==> src/rtl/sysid_ext.sv <==
// Extended system-ID slave: RO identity words, uptime counter with atomic
// high-word snapshot, byte-writable scratch, control, pipelined read path.
module sysid_ext #(
    parameter logic [31:0] ID_VALUE      = 32'h0000_0000,
    parameter logic [31:0] TIMESTAMP     = 32'd1395340222,
    parameter int          CNT_W         = 64,
    parameter int          READ_LATENCY  = 1,
    parameter logic [31:0] SCRATCH_RESET = 32'h0000_0000
) (
    input  logic        clock,
    input  logic        reset_n,
    input  logic [2:0]  address,
    input  logic        chipselect,
    input  logic        read,
    input  logic        write,
    input  logic [31:0] writedata,
    input  logic [3:0]  byteenable,
    output logic [31:0] readdata,
    output logic        readdatavalid
);

    localparam logic [2:0] A_ID  = 3'd0;
    localparam logic [2:0] A_TS  = 3'd1;
    localparam logic [2:0] A_LO  = 3'd2;
    localparam logic [2:0] A_HI  = 3'd3;
    localparam logic [2:0] A_SCR = 3'd4;
    localparam logic [2:0] A_CTL = 3'd5;

    logic             wr_en;
    logic             rd_en;
    logic             clear;
    logic [CNT_W-1:0] cnt_q;
    logic [CNT_W-1:0] cnt_d;
    logic [31:0]      shadow_q;
    logic [31:0]      shadow_d;
    logic [31:0]      scratch_q;
    logic [31:0]      scratch_d;
    logic             freeze_q;
    logic             freeze_d;
    logic [63:0]      cnt_ext;
    logic [31:0]      rd_mux;
    logic             vld_q [READ_LATENCY];
    logic [31:0]      dat_q [READ_LATENCY];

    assign wr_en   = chipselect & write;
    assign rd_en   = chipselect & read & ~write;
    assign cnt_ext = 64'(cnt_q);

    always_comb begin
        rd_mux = '0;
        unique case (address)
            A_ID:    rd_mux = ID_VALUE;
            A_TS:    rd_mux = TIMESTAMP;
            A_LO:    rd_mux = cnt_ext[31:0];
            A_HI:    rd_mux = shadow_q;
            A_SCR:   rd_mux = scratch_q;
            A_CTL:   rd_mux = {31'd0, freeze_q};
            default: rd_mux = '0;
        endcase
    end

    always_comb begin
        scratch_d = scratch_q;
        freeze_d  = freeze_q;
        shadow_d  = shadow_q;
        clear     = 1'b0;
        if (wr_en && address == A_SCR) begin
            for (int b = 0; b < 4; b++) begin
                if (byteenable[b]) begin
                    scratch_d[8*b +: 8] = writedata[8*b +: 8];
                end
            end
        end
        if (wr_en && address == A_CTL && byteenable[0]) begin
            freeze_d = writedata[0];
            clear    = writedata[1];
        end
        // LO read latches the matching high bits so HI is never torn
        if (rd_en && address == A_LO) begin
            shadow_d = cnt_ext[63:32];
        end
        if (clear) begin
            cnt_d = '0;
        end else if (freeze_q) begin
            cnt_d = cnt_q;
        end else begin
            cnt_d = cnt_q + CNT_W'(1);
        end
    end

    always_ff @(posedge clock or negedge reset_n) begin
        if (!reset_n) begin
            cnt_q     <= '0;
            shadow_q  <= '0;
            scratch_q <= SCRATCH_RESET;
            freeze_q  <= 1'b0;
        end else begin
            cnt_q     <= cnt_d;
            shadow_q  <= shadow_d;
            scratch_q <= scratch_d;
            freeze_q  <= freeze_d;
        end
    end

    // Data stages carry zero when empty so readdata is 0 without valid
    always_ff @(posedge clock or negedge reset_n) begin
        if (!reset_n) begin
            for (int i = 0; i < READ_LATENCY; i++) begin
                vld_q[i] <= 1'b0;
                dat_q[i] <= '0;
            end
        end else begin
            vld_q[0] <= rd_en;
            dat_q[0] <= rd_en ? rd_mux : '0;
            for (int i = 1; i < READ_LATENCY; i++) begin
                vld_q[i] <= vld_q[i-1];
                dat_q[i] <= dat_q[i-1];
            end
        end
    end

    assign readdatavalid = vld_q[READ_LATENCY-1];
    assign readdata      = dat_q[READ_LATENCY-1];

endmodule

==> config.mk <==
export PLATFORM = sky130hd
export DESIGN_NAME = sysid_ext
export DESIGN_NICKNAME = d
export VERILOG_FILES = /design/src/rtl/sysid_ext.sv
export SDC_FILE = /design/constraint.sdc
export NUM_CORES = 1
export LEC_CHECK = 0
export ABC_AREA = 1
export CORE_MARGIN = 2
export CORE_UTILIZATION = 55
export CTS_BUF_LIST = sky130_fd_sc_hd__clkbuf_4
export CTS_CLUSTER_SIZE = 24
export DETAILED_ROUTE_END_ITERATION = 8
export GPL_ROUTABILITY_DRIVEN = 0
export PLACE_DENSITY_LB_ADDON = 0.1
export SYNTH_ARGS = -nofsm -noshare
export SYNTH_HDL_FRONTEND = slang
export SYNTH_SLANG_ARGS = --single-unit
==> constraint.sdc <==
create_clock -name clock -period 3.6 [get_ports clock]
set_input_delay 1.08 -clock clock [delete_from_list [all_inputs] [get_ports clock]]
set_output_delay 1.08 -clock clock [all_outputs]
set_load 0.02 [all_outputs]
==> flow_summary.yaml <==
setup_path:
  critical_path_class: "reg -> out"
  crit_arrival_ns: 1.61
  crit_path_end_kind: "primary output"
  cpPeakStageDelay_ns: 0.65
  critical_path.startpoint: "readdata[31]"
  critPathLaunchType: "flop"
  cp.required_ns: 2.52
  cp_num_buf_inv: 1
  r2r_end: "cnt_ext[54]"
  cp_top_family: "buffers and inverters"
  crit_fanout: 1
  r2r_cells: 10
  reg2reg_slack_ns: 1.28
  r2r_start: "freeze_q"
  cp_cell_sequence: "clkdlybuf4s50_1"
  slowest_stage: "clkdlybuf4s50_1"
drt:
  vias_per_cell: 5.50
  drt_iter0_drc: 720
  wire_per_inst_um: 16.9
  via_count: 7299
  dr.max_layer_used: "met4"
  wl_met3_mm: 1.35
  met2_wirelength_mm: 10.9
  drc_errors: 0
  m1WireLength_mm: 9.54
  routed_wl_mm: 22.5
  antenna_left: 0
  first_pass_iters: 5
timing:
  relSlewSlack_pct: 46.3
  finalHoldViolations: 0
  slew_violations: 0
  worst_slack_ns: 0.905
  period_needed_ns: 2.69
  finalClockSkew_ns: 0.0116
  max_freq_ghz: 0.371
  worst_pin_slew_ns: 0.804
  rsz0062_at_grt: "false"
  final.setup.tns_ns: 0
  finalCritPeriodShare_pct: 74.9
  setup_viol: 0
global_route:
  grt_max_degree: 64
  overflow: 0
  gr-usage-all-layers_pct: 30.0
  grt_pass1_vias: 6891
  antenna_found_initial: 1
  grt_pass1_wl_mm: 36.1
synth:
  synth_top_area_share_pct: 50.7
  synthesis.nets: 1101
  yosysSeqAreaShare_pct: 50.7
  synth.yosys.warnings: 0
  netlist_top_cells_area: "dfrtp_1, nand2_1, nor2_1"
  synth_cells: 1056
  netlist_area_sq_um: 8000
  synthArstFlopShare_pct: 100
  synth_edf_count: 0
  syn_avg_cell_area_sq_um: 7.58
  synth.ff_latch_count: 162
  yosysUniqueCellTypes: 32
  synth_ff_type: "dfrtp_1"
  yosysTopAreaCell: "dfrtp_1"
flow_run:
  cap_violations: 0
placed_design:
  io_buffers: 76
  dp_hpwl_mm: 17.1
  place_ws_ns: 0.455
  dpl.cell_count: 1295
worst_hold_path:
  hold_class: "in -> async"
floorplanning:
  die_y_um: 125
  rows: 44
  die_w_um: 125
  core_region_area_sq_um: 14400
  io_pins: 77
  die_area_sq_um: 15500
  start_util_pct: 55.7
power:
  peakVddDrop_mv: 0.271
  p_leak_nw: 4.21
  powerDensity_nw_per_um2: 388
  report.power.total_mw: 3.60
layout:
  final_cell_mix: "nand2_1, nor2_1, dfrtp_1, inv_1, clkdlybuf4s50_1"
  n_fill_cell: 1319
  stdcell_count: 1328
  area_growth_pct: 16.1
  layout-drive-gt1-share_pct: 6.74
  layout_commonest_cell: "nand2_1"
  fin_nets: 1175
cts:
  cts_buffer_depth: 2
  numCtsBuffers: 17
  root_buffer: "clkbuf_4"
  cts_tree: "done"
  clock-sinks: 162
  cts_setup_buffers: 0
  cts_resized: 0
  clkTransAtPathRegs_ns: 0.14
  cts-hold-fix-buffers: 0
  clk_latency_ns: 0.59
  cts_max_level: 4
outcome:
  status: "finished clean"
## report_power, final
group	switching (mW)	internal, mW	total [mW]	leakage [nW]
logic	0.228	0.144	0.373	1.86
registers	0.0934	1.95	2.04	2.19
clock network	0.692	0.499	1.19	0.159
## synth_stat cells, types with 4 or more instances
cell type and n:
inv_1 87, a31oi_1 11, dfrtp_1 162, nand4_1 6, buf_4 6, inv_2 4, o211ai_1 6, a21oi_1 57
nor2_2 8, nand2_1 319, mux2_2 12, buf_2 14, a211oi_1 8, clkbuf_1 14, o22ai_1 8, nor2_1 188
nor3_1 7, a221oi_1 5, nand3_1 71, o21ai_0 45
## final cells by class
cell class / instances / area, sq um / share of cell area, %
Sequential cell: 162 / 4050 / 43.6
Multi-Input combinational cell: 769 / 3450 / 37.1
Timing Repair Buffer: 89 / 897 / 9.66
Inverter: 91 / 342 / 3.68
Tap cell: 184 / 230 / 2.48
Clock inverter: 14 / 180 / 1.94
Clock buffer: 18 / 135 / 1.45
Antenna cell: 1 / 2.50 / 0.0269
## per-stage QoR
stage          hold slack [ns]  utilization [%]  area (sq um)
2_1_floorplan            0.442                -          8000
3_3_place_gp             0.457             62.4          8970
3_5_place_dp             0.459             62.4          8970
4_1_cts                  0.442             64.6          9290
5_1_grt                  0.462             64.6          9290
6_report                 0.430             64.6          9290
## metal layers
metal  vias to the layer above  global-route usage (%)
met5                         -                       0
met1                      3460                    40.8
met4                         0                    11.0
li1                       3543                       -
met2                       247                    48.8
met3                        49                    5.11
## worst register-to-register path: stages (launching register included)
cell and delay, ns:
dfrtp_1 0.57, inv_2 0.30, nand3_1 0.11, nor2_1 0.20, nand2_1 0.17, nor2_1 0.23
nand2_1 0.20, inv_1 0.22, nand3_1 0.10, nand2_1 0.07, nor2_1 0.05
## worst max path at each step
stage                   endpoint  slack [ns]  depth (start not counted)
floorplan            cnt_ext[55]        1.43                          9
global placement     cnt_ext[40]        0.49                         11
detailed placement   cnt_ext[40]        0.45                         11
CTS                 readdata[31]        0.89                          1
global route        readdata[31]        0.86                          1
finish              readdata[31]        0.91                          1
## flip-flops by register name, indices dropped and copies added, names as in the netlist
signal,cells
cnt_ext,64
scratch_q,32
readdatavalid,1
shadow_q,32
readdata,32
freeze_q,1
## logic make-up after synthesis
logic type,after synthesis,synth area share (%)
flops,162,50.7
fa+ha+maj,1,0.156
simple gates,613,31.2
compound gates,143,9.96
buf+inv,125,6.36
mux,12,1.69
Power figures use the tool's default switching activity.
